**src/rtl/beep_melody_ctrl.sv**
```systemverilog
// +----------------------------------------------------------------------------+
// | beep_melody_ctrl: plays a fixed note table or passes UART digit keys       |
// | through to the beep generator KEY input.                                    |
// | Optional: define UART_PREEMPT_EN to let a UART digit abort playback.        |
// | Revision: 1.0                                                               |
// +----------------------------------------------------------------------------+
`default_nettype none

module beep_melody_ctrl #(
  parameter int NOTE_TICKS = 12500000,
  parameter int GAP_TICKS  = 2500000,
  parameter int SONG_LEN   = 8
) (
  input  logic       CLK_50M,
  input  logic       RST_N,
  input  logic [7:0] UART_DATA,
  input  logic       UART_VALID,
  input  logic       PLAY_START,
  input  logic       PLAY_STOP,
  output logic [7:0] KEY_OUT,
  output logic       BUSY,
  output logic       DONE
);

  typedef enum logic [1:0] {
    ST_IDLE = 2'd0,
    ST_NOTE = 2'd1,
    ST_GAP  = 2'd2
  } state_t;

  localparam logic [7:0]  c_silence   = 8'h30;
  localparam logic [23:0] c_note_last = 24'(NOTE_TICKS - 1);
  localparam logic [23:0] c_gap_last  = (GAP_TICKS > 0) ? 24'(GAP_TICKS - 1) : 24'd0;
  localparam logic        c_has_gap   = (GAP_TICKS > 0);
  localparam logic [3:0]  c_last_idx  = 4'(SONG_LEN - 1);

  state_t      r_state;
  logic [3:0]  r_idx;
  logic [23:0] r_cnt;
  logic [7:0]  r_key;
  logic        r_busy;
  logic        r_done;

  logic [7:0]  w_rom [0:15];
  logic        w_digit;
  logic        w_note_end;
  logic        w_gap_end;
  logic        w_last;
  logic [3:0]  w_idx_next;

  // Full 16-entry table keeps any 4-bit index in range; only SONG_LEN entries are played.
  for (genvar gi = 0; gi < 16; gi++) begin : g_rom
    assign w_rom[gi] = 8'h31 + 8'(gi % 9);
  end

  assign w_digit    = UART_VALID && (UART_DATA >= 8'h30) && (UART_DATA <= 8'h39);
  assign w_note_end = (r_cnt == c_note_last);
  assign w_gap_end  = (r_cnt == c_gap_last);
  assign w_last     = (r_idx == c_last_idx);
  assign w_idx_next = r_idx + 4'd1;

  always_ff @(posedge CLK_50M or negedge RST_N) begin
    if (!RST_N) begin
      r_state <= ST_IDLE;
      r_idx   <= 4'd0;
      r_cnt   <= 24'd0;
      r_key   <= c_silence;
      r_busy  <= 1'b0;
      r_done  <= 1'b0;
    end else begin
      r_done <= 1'b0;
      case (r_state)
        ST_IDLE: begin
          // A start strobe always consumes the cycle, even when a stop cancels it.
          if (PLAY_START) begin
            if (!PLAY_STOP) begin
              r_state <= ST_NOTE;
              r_idx   <= 4'd0;
              r_cnt   <= 24'd0;
              r_key   <= w_rom[0];
              r_busy  <= 1'b1;
            end
          end else if (w_digit) begin
            r_key <= UART_DATA;
          end
        end

        ST_NOTE, ST_GAP: begin
          if (PLAY_STOP) begin
            r_state <= ST_IDLE;
            r_idx   <= 4'd0;
            r_cnt   <= 24'd0;
            r_key   <= c_silence;
            r_busy  <= 1'b0;
          end
`ifdef UART_PREEMPT_EN
          else if (w_digit) begin
            r_state <= ST_IDLE;
            r_idx   <= 4'd0;
            r_cnt   <= 24'd0;
            r_key   <= UART_DATA;
            r_busy  <= 1'b0;
          end
`endif
          else if ((r_state == ST_NOTE) && !w_note_end) begin
            r_cnt <= r_cnt + 24'd1;
          end else if ((r_state == ST_NOTE) && c_has_gap) begin
            r_state <= ST_GAP;
            r_cnt   <= 24'd0;
            r_key   <= c_silence;
          end else if ((r_state == ST_GAP) && !w_gap_end) begin
            r_cnt <= r_cnt + 24'd1;
          end else if (!w_last) begin
            r_state <= ST_NOTE;
            r_idx   <= w_idx_next;
            r_cnt   <= 24'd0;
            r_key   <= w_rom[w_idx_next];
          end else begin
            r_state <= ST_IDLE;
            r_idx   <= 4'd0;
            r_cnt   <= 24'd0;
            r_key   <= c_silence;
            r_busy  <= 1'b0;
            r_done  <= 1'b1;
          end
        end

        default: begin
          r_state <= ST_IDLE;
          r_idx   <= 4'd0;
          r_cnt   <= 24'd0;
          r_key   <= c_silence;
          r_busy  <= 1'b0;
        end
      endcase
    end
  end

  assign KEY_OUT = r_key;
  assign BUSY    = r_busy;
  assign DONE    = r_done;

endmodule

`default_nettype wire

```
**config.mk**
```make
export PLATFORM = sky130hd
export DESIGN_NAME = beep_melody_ctrl
export DESIGN_NICKNAME = d
export VERILOG_FILES = /design/src/rtl/beep_melody_ctrl.sv
export SDC_FILE = /design/constraint.sdc
export NUM_CORES = 1
export LEC_CHECK = 0
export ABC_AREA = 1
export CAP_MARGIN = 20
export CORE_MARGIN = 5
export CORE_UTILIZATION = 35
export CTS_BUF_LIST = sky130_fd_sc_hd__clkbuf_4 sky130_fd_sc_hd__clkbuf_8
export CTS_CLUSTER_SIZE = 24
export DETAILED_ROUTE_END_ITERATION = 16
export GPL_TIMING_DRIVEN = 0
export PLACE_DENSITY = 0.62
export SLEW_MARGIN = 25
export SYNTH_ARGS = -nofsm -noshare
export SYNTH_HDL_FRONTEND = slang
export SYNTH_SLANG_ARGS = --single-unit
```
**constraint.sdc**
```tcl
create_clock -name CLK_50M -period 2.3 [get_ports CLK_50M]
set_clock_uncertainty 0.15 [all_clocks]
set_input_delay 0.23 -clock CLK_50M [delete_from_list [all_inputs] [get_ports CLK_50M]]
set_output_delay 0.23 -clock CLK_50M [all_outputs]
set_load 0.02 [all_outputs]
```
# After elaboration in Yosys (flattened, before gate mapping)
# Memories as Yosys holds them, arrays and structs flattened.
# Index checks and enable logic that the tools add are counted.
dict set report word_totals {
  ff_bits 40
  rom_bits 128
  mem_count 1
  elab_cells 88
  inputBits 13
}
# name words word_bits rd rd_ports_with_merged_regs write_ports line_no
set memory_table {}
lappend memory_table {{(no name shown)} 16 8 1 0 0 117} ;# r_key <= w_rom[w_idx_next];
dict set report classes {
  addsub 2
  n_eq_ne 14
  n_lt_le_gt_ge 3
  n_bitwise 1
  n_mux 48
  reduce_logical 13
}
# cell count
set op_table {}
lappend op_table {{2-to-1 mux 24 bit} 6}
lappend op_table {{2-to-1 mux 8 bit} 10}
lappend op_table {{one-hot mux 24 bit (2 select lines)} 1}
lappend op_table {{2-to-1 mux 4 bit} 7}
lappend op_table {{adder 24 x 1 -> 24 bit, second input constant} 1}
lappend op_table {{== test 24 x 22 -> 1 bit, second input constant} 1}
lappend op_table {{== test 24 bit, second input constant} 1}
lappend op_table {{inequality test 3 bit, second input constant} 6}
lappend op_table {{one-hot mux 8 bit (2 select lines)} 1}
lappend op_table {{2-to-1 mux 1 bit} 14}
lappend op_table {{2-to-1 mux 2 bit} 6}
lappend op_table {{greater-or-equal comparator 8 x 6 -> 1 bit, second input constant} 1}
lappend op_table {{less-or-equal comparator 8 x 6 -> 1 bit, second input constant} 1}
lappend op_table {{one-hot mux 4 bit (2 select lines)} 1}
lappend op_table {{AND reduction 4 bit} 2}
lappend op_table {{AND reduction 6 bit} 1}
lappend op_table {{greater-or-equal comparator 5 bit, second input constant} 1}
lappend op_table {{inverter 4 -> 5 bit} 1}
lappend op_table {{AND reduction 5 bit} 1}
lappend op_table {{adder 4 x 1 -> 4 bit, second input constant} 1}
lappend op_table {{== test 4 x 3 -> 1 bit, second input constant} 1}
lappend op_table {{logical AND 1 bit} 4}
lappend op_table {{inequality test 2 bit, second input constant} 2}
lappend op_table {{inequality test 4 bit, second input constant} 1}
lappend op_table {{8 further kinds} 9}

# Logic depth before layout (Yosys ltp)
# Gate-level depths: netlist of the first run.
dict set report depth {
  depth_word 11
  ltp_mapped 12
}

# Worst setup path after synthesis of the first run
# Ideal clock, no wire load.
dict set report synth_timing {
  path_type {reg2reg}
  start {reg r_state[0]}
  end {reg r_cnt[22]}
  slack_ns 0.481
  t_arrival_ns 1.586
  setup_time_ns 0.083
  period_less_slack_ns 1.819
  path_stages_with_launch 8
  cell_sequence {dfrtp_1 inv_1 ha_1 nand2_1 nor2_1 a21boi_0 nand2_1 o21ai_0}
}
dict set report synth_via {
  elab_chain_cells 7
  word_cells_on_any_way 14
  classes_between {eq/ne: 4; mux: 5; reduce/logical: 5}
}
# element line_no
set synth_rtl {}
lappend synth_rtl {{start: declaration} 37} ;# state_t r_state;
lappend synth_rtl {{start signal: assignment} 64} ;# r_state <= ST_IDLE;
lappend synth_rtl {{start signal: assignment} 77} ;# r_state <= ST_NOTE;
lappend synth_rtl {{start signal: assignment} 90} ;# r_state <= ST_IDLE;
lappend synth_rtl {{== test 2 bit} {72, 111}}
lappend synth_rtl {{logical AND 1 bit} 111} ;# end else if ((r_state == ST_GAP) && !w_gap_end) begin
lappend synth_rtl {{2-to-1 mux 24 bit} 111}
lappend synth_rtl {{2-to-1 mux 24 bit} 107} ;# end else if ((r_state == ST_NOTE) && c_has_gap) begin
lappend synth_rtl {{2-to-1 mux 24 bit} 105} ;# else if ((r_state == ST_NOTE) && !w_note_end) begin
lappend synth_rtl {{2-to-1 mux 24 bit} 89} ;# if (PLAY_STOP) begin
lappend synth_rtl {{one-hot mux 24 bit (2 select lines)} 72} ;# case (r_state)
lappend synth_rtl {{end signal: assignment} 106} ;# r_cnt <= r_cnt + 24'd1;
lappend synth_rtl {{end signal: assignment} 112} ;# r_cnt <= r_cnt + 24'd1;
lappend synth_rtl {{end: declaration} 39} ;# logic [23:0] r_cnt;
# Parallel ways exist; a longest one is shown, timed or not.
# A chain may end at the register's enable or synchronous reset.

# Worst setup path after layout of the first run
dict set report layout_timing {
  start {reg r_state[1]}
  end {reg r_cnt[12]}
}
# Same word-level chain as after synthesis.

==> results of run 1 <==
critical path, cell delays in order (launching register included):
cell and delay, ns:
dfrtp_1 0.42, inv_1 0.09, ha_1 0.25, inv_1 0.11, nor2_2 0.06, inv_1 0.11
nand2_4 0.13, inv_2 0.20, buf_2 0.33, o22ai_2 0.11
kinds of logic (layout without fill, tap and decap cells):
logic type,Yosys count,after routing,share of synthesized area [%]
and+or+nand+nor,217,217,36.3
buffers and inverters,51,83,7.72
DFF,40,40,36.7
AOI/OAI and AO/OA,39,39,10.3
xor gates and xnor gates,14,14,4.48
adders and majority gates,10,10,4.57
per-stage QoR:
stage                     power [uW]  hold slack (ns)  util [%]  setup TNS, ns  cells
final                           2550            0.206      41.9              0    505
after global routing            2740            0.256      41.9              0    505
after CTS                       2550            0.215      41.7              0    505
after detailed placement        2030          0.00980      40.3              0    496
after global placement          2010            0.301      40.1          -8.18    495
after floorplan                 1680           -0.216         -              0    371
cell usage after synthesis, drive strengths merged:
library cell	instances	area [um^2]
a21boi	1	7.51
a21oi	3	15.0
a22o	1	8.76
a22oi	1	7.51
and3b	1	8.76
buf	4	35.0
dfrtp	38	951
dfstp	2	52.6
ha	10	125
inv	47	176
nand2	125	529
nand3	32	170
nand4	8	50.1
nor2	42	178
nor3	8	50.1
nor3b	1	7.51
o21ai	21	105
o22ai	12	138
xnor2	2	17.5
xor2	12	105
layer usage:
| metal | vias up | global-route usage [%] |
|---|---|---|
| li1 | 1254 | - |
| met1 | 1113 | 18.9 |
| met2 | 47 | 23.1 |
| met3 | 9 | 2.90 |
| met4 | 0 | 3.57 |
| met5 | - | 0 |
how the worst max path moves through the flow:
stage | from | end | slack, ns | cells past startpoint
after detailed placement | r_state[0]$_DFFE_PN0P_ | r_cnt[21]$_DFFE_PN0P_ | 0.16 | 9
after global routing | r_state[0]$_DFFE_PN0P_ | BUSY$_DFFE_PN0P_ | 0.02 | 12
after global placement | RST_N | KEY_OUT[3]$_DFFE_PN0P_ | -0.22 | 1
after floorplan | r_state[0]$_DFFE_PN0P_ | r_cnt[22]$_DFFE_PN0P_ | 0.48 | 7
after CTS | r_state[0]$_DFFE_PN0P_ | r_cnt[12]$_DFFE_PN0P_ | 0.12 | 9
final | r_state[1]$_DFFE_PN0P_ | r_cnt[12]$_DFFE_PN0P_ | 0.21 | 9
power by group through the flow:
stage	Combinational [uW]	Clock, uW	Sequential, uW
5_1_grt	1270	561	910
3_5_place_dp	1130	0	904
4_1_cts	1130	529	893
6_report	1140	521	893
3_3_place_gp	1110	0	901
2_1_floorplan	718	0	961
timing repair:
item | in CTS | in global routing
endpoints found under the hold margin | 17 | 0
setup endpoints to repair | 0 | 17
gates resized for setup | 0 | 3
hold buffers | 1 | 0
buffers inserted | 0 | 0
sequential cells by signal, indices dropped and copies added (netlist names):
| name | cells |
|---|---|
| r_idx | 4 |
| r_state | 2 |
| BUSY | 1 |
| KEY_OUT | 8 |
| r_cnt | 24 |
| DONE | 1 |
layout make-up:
type	instances	share of cell area, %
Tap cell	102	3.97
Sequential cell	40	31.2
Multi-Input combinational cell	280	47.6
Inverter	47	5.48
Buffer	4	1.09
Clock buffer	7	2.80
Clock inverter	1	0.233
Timing Repair Buffer	24	7.62
==> out/metrics.csv, run 1 <==
stage;metric;value;unit
drt;met3_length;264;um
drt;dr.first_iter.drc_count;83;
synth;syn_nets;394;
drt;wirelength;6290;um
synth;ys_warn_count;0;
drt;postRouteAntennaNets;0;
pwr;power.share.sequential;35.0;%
grt;overflow;0;
drt;firstDrtPassIters;4;
drt;via_count;2423;
clocking;cts_buffers;5;
timing;setup_viol;0;
timing;setup_slack;0.213;ns
critical_path;crit_required;2.32;ns
floorplan;start_util;35.6;%
placement;place_ws;0.158;ns
finish;layout_common_cells;116 x nand2_1, 43 x inv_1, 38 x dfrtp_1, 36 x nor2_1, 30 x nand3_1;
finish;nets;425;
drt;wire_per_inst;12.5;um
pwr;power_leakage;0.00141;uW
finish;fin_area;0.00322;mm^2
critical_path;end_kind;flop;
critical_path;r2r-end;r_cnt[12]$_DFFE_PN0P_;
finish;area_delta_synth_final;17.6;%
timing;maxSlewHeadroom;60.9;%
timing;tightest_slew;0.586;ns
clocking;cts_root_buf;clkbuf_8;
timing;min_period_over_period;90.7;%
worst_hold_path;hp-class;primary input to asynchronous set/reset pin;
grt;grt_max_degree;29;
critical_path;critPathMaxFanout;10;
timing;rsz0062_at_grt;false;
placement;postPlaceCellArea;0.00310;mm^2
grt;grt_pass1_wl;11200;um
clocking;cts_sinks;40;
grt;first_global_vias;2441;
finish;fillers;807;
placement;gp_congestion;0.896;
clocking;cts_tree;built;
pwr;p_sw_share;42.7;%
job;drv_cap;0;
placement;dp_hpwl;4800;um
grt;antenna_found_initial;0;
pwr;p_sw;1090;uW
critical_path;critPathArrivalTime;2.11;ns
finish;final_common_cell;nand2_1;
synth;ys_seq_area_share;36.7;%
floorplan;ios;23;
finish;multi_input_area;0.00153;mm^2
synth;syn_area;0.00274;mm^2
floorplan;num_rows;32;
pwr;power.share.clock;20.4;%
clocking;path_clk_slew;0.09;ns
drt;dr.max_layer_used;met4;
critical_path;worstReg2RegStart;r_state[1]$_DFFE_PN0P_;
timing;report.final.slew_viol_count;0;
finish;regArea;0.00100;mm^2
pwr;intPower;1460;uW
drt;met1_length;3040;um
run_status;status;finished clean;
synth;synth.distinct_cells;31;
synth;avgSynthCellArea;7.38;um^2
floorplan;die-area;0.00969;mm^2
floorplan;fp.dieW;98.4;um
critical_path;critPathKind;flop to flop;
timing;fmax;479;MHz
drt;drc;0;
clocking;ctsHtreeMaxLevel;2;
synth;syn_inst;371;
finish;diodes;0;
critical_path;startpoint_type;flop;
floorplan;core-area;0.00769;mm^2
clocking;clock_path_buffers;2;
clocking;clk_latency;0.30;ns
drt;via_per_inst;4.80;
drt;dr_wl_met2;2920;um
placement;portBuffers;22;
floorplan;die-height;98.4;um
pwr;p_per_area;793;mW/mm^2
critical_path;reg2reg_slack;0.21;ns
synth;ys_ff_latch;40;
timing;min_period;2.09;ns
grt;grtUsageTotal;14.0;%
timing;finalHoldViolCount;0;
pwr;pwr-share-comb;44.6;%
pwr;ir_drop;0.470;mV
critical_path;r2r_cells;9;
finish;drive_above_1_share;12.2;%
(Power assumes the default switching activity.)
==> run 2, diff against run 1 <==
--- a/config.mk
+++ b/config.mk
@@ -7,14 +7,16 @@
 export LEC_CHECK = 0
 export ABC_AREA = 1
 export CAP_MARGIN = 20
+export CELL_PAD_IN_SITES_DETAIL_PLACEMENT = 1
+export CELL_PAD_IN_SITES_GLOBAL_PLACEMENT = 1
 export CORE_MARGIN = 5
 export CORE_UTILIZATION = 35
 export CTS_BUF_LIST = sky130_fd_sc_hd__clkbuf_4 sky130_fd_sc_hd__clkbuf_8
 export CTS_CLUSTER_SIZE = 24
 export DETAILED_ROUTE_END_ITERATION = 16
 export GPL_TIMING_DRIVEN = 0
-export PLACE_DENSITY = 0.62
-export SLEW_MARGIN = 25
+export PLACE_DENSITY = 0.77
+export SLEW_MARGIN = 15
 export SYNTH_ARGS = -nofsm -noshare
 export SYNTH_HDL_FRONTEND = slang
 export SYNTH_SLANG_ARGS = --single-unit
==> out/metrics.csv, run 2 (synthesis gave the netlist of run 1 again) <==
stage;metric;value;unit;change
finish;regMostFlops;r_cnt;;unchanged
critical_path;r2r_cells;8;;was 9
timing;min_period;2.13;ns;was 2.09 ns
timing;rsz0062_at_grt;false;;unchanged
pwr;power_leakage;0.00142;uW;was 0.00141 uW
critical_path;crit_required;2.34;ns;was 2.32 ns
grt;overflow;0;;unchanged
drt;dr.first_iter.drc_count;67;;was 83
drt;firstDrtPassIters;4;;unchanged
finish;final_common_cell;nand2_1;;unchanged
floorplan;fp.dieW;98.4;um;unchanged
floorplan;start_util;35.6;%;unchanged
pwr;p_sw_share;43.0;%;was 42.7%
critical_path;startpoint_type;flop;;unchanged
timing;tns;0;ns;unchanged
grt;antenna_found_initial;0;;unchanged
timing;finalHoldViolCount;0;;unchanged
pwr;p_sw;1110;uW;was 1090 uW
clocking;clk_latency;0.29;ns;was 0.30 ns
drt;drc;0;;unchanged
timing;setup_viol;0;;unchanged
clocking;cts_tree;built;;unchanged
drt;postRouteAntennaNets;0;;unchanged
clocking;path_clk_slew;0.09;ns;about the same
grt;grt_pass1_wl;13000;um;was 11200 um
floorplan;core-area;0.00769;mm^2;unchanged
placement;portBuffers;22;;unchanged
timing;report.final.slew_viol_count;0;;unchanged
pwr;pwr-share-comb;45.0;%;was 44.6%
finish;diodes;0;;unchanged
finish;area_delta_synth_final;17.8;%;was 17.6%
timing;min_period_over_period;92.7;%;was 90.7%
floorplan;ios;23;;unchanged
clocking;cts_buffers;5;;unchanged
drt;wire_per_inst;14.9;um;was 12.5 um
drt;via_per_inst;4.94;;was 4.80
timing;fmax;469;MHz;was 479 MHz
timing;setup_slack;0.167;ns;was 0.213 ns
job;drv_cap;0;;unchanged
critical_path;critPathArrivalTime;2.17;ns;was 2.11 ns
pwr;ir_drop;0.378;mV;was 0.470 mV
grt;grt_max_degree;23;;was 29
critical_path;critPathMaxFanout;8;;was 10
drt;wirelength;7520;um;was 6290 um
critical_path;end_kind;flop;;unchanged
pwr;power.share.clock;20.4;%;about the same
pwr;p_per_area;804;mW/mm^2;was 793 mW/mm^2
clocking;cts_sinks;40;;unchanged
pwr;intPower;1480;uW;was 1460 uW
timing;whs;0.279;ns;was 0.206 ns
grt;grtUsageTotal;16.3;%;was 14.0%
floorplan;num_rows;32;;unchanged
clocking;cts_setup_buffers;0;;unchanged
finish;drive_above_1_share;12.2;%;unchanged
placement;place_ws;0.0938;ns;was 0.158 ns
finish;post-route-util;42.0;%;was 41.9%
timing;tightest_slew;0.701;ns;was 0.586 ns
floorplan;die-height;98.4;um;unchanged
clocking;cts_root_buf;clkbuf_8;;unchanged
pwr;power.share.sequential;34.6;%;was 35.0%
finish;layout_common_cells;116 x nand2_1, 43 x inv_1, 38 x dfrtp_1, 36 x nor2_1, 30 x nand3_1;;unchanged
placement;gp_congestion;0.822;;was 0.896
clocking;clock_path_buffers;2;;unchanged
drt;via_count;2495;;was 2423
timing;maxSlewHeadroom;53.3;%;was 60.9%
grt;first_global_vias;2719;;was 2441
critical_path;crit_start;r_state[0]$_DFFE_PN0P_;;was r_state[1]$_DFFE_PN0P_
floorplan;die-area;0.00969;mm^2;unchanged
placement;dp_hpwl;5920;um;was 4800 um
finish;largest_reg_flops;24;;unchanged
critical_path;worstReg2RegStart;r_state[0]$_DFFE_PN0P_;;was r_state[1]$_DFFE_PN0P_
finish;nets;425;;unchanged
critical_path;critPathKind;flop to flop;;unchanged
worst_hold_path;hp-class;primary input to asynchronous set/reset pin;;unchanged
run_status;status;finished clean;;unchanged
clocking;ctsHtreeMaxLevel;2;;unchanged
run 2: changes by cell type in the layout (fill, tap and decap cells not counted), sizes merged:
cell | before | now
clkbuf | 7 | 8
clkinvlp | 1 | 0
run 2: routing by layer:
metal / vias to the layer above / global-route usage [%] / share of wire, %
met2: 18 / 30.2 / 52
met1: 1218 / 20.4 / 46
li1: 1253 / - / -
met5: - / 0 / 0
met3: 6 / 1.49 / 1.2
met4: 0 / 3.78 / 0.97
run 2: cell type report:
| class | instances | area (um^2) |
|---|---|---|
| Fill cell | 991 | 4460 |
| Multi-Input combinational cell | 280 | 1530 |
| Sequential cell | 40 | 1000 |
| Timing Repair Buffer | 24 | 253 |
| Inverter | 47 | 176 |
| Tap cell | 102 | 128 |
| Clock buffer | 8 | 97.6 |
| Buffer | 4 | 35.0 |
run 2: final timing paths:
kind                       slack (ns)                     end
max                              0.17  KEY_OUT[3]$_DFFE_PN0P_
min                              0.28    r_cnt[5]$_DFFE_PN0P_
max reg2reg                      0.17  KEY_OUT[3]$_DFFE_PN0P_
min reg2reg                      0.32  KEY_OUT[4]$_DFFE_PN1P_
max in group asynchronous        1.16  KEY_OUT[4]$_DFFE_PN1P_
min in group CLK_50M             0.32  KEY_OUT[4]$_DFFE_PN1P_
run 2: per-stage QoR:
step	instances	instance area [um^2]	total power, uW
after floorplan	371	2740	1680
after global placement	495	3090	2020
after detailed placement	496	3110	2070
after CTS	505	3220	2600
after global routing	505	3230	2780
final	505	3230	2590
run 2: power groups by stage:
stage	Combinational, uW	Sequential, uW	Clock, uW
finish	1170	896	530
global route	1300	908	569
CTS	1170	894	536
detailed placement	1170	907	0
global placement	1120	904	0
floorplan	718	961	0
run 2: critical path, stage by stage (launching register included):
cell     delay [ns]
dfrtp_1        0.41
inv_1          0.08
ha_1           0.27
nand2_1        0.15
inv_1          0.06
a22oi_1        0.58
nand2_4        0.17
nand2_1        0.10
nand2_1        0.05
run 2: timing repair:
action / CTS / global route
resized for setup: 0 / 3
endpoints found under the hold margin: 18 / 0
hold buffers: 1 / 0
setup endpoints to repair: 0 / 18
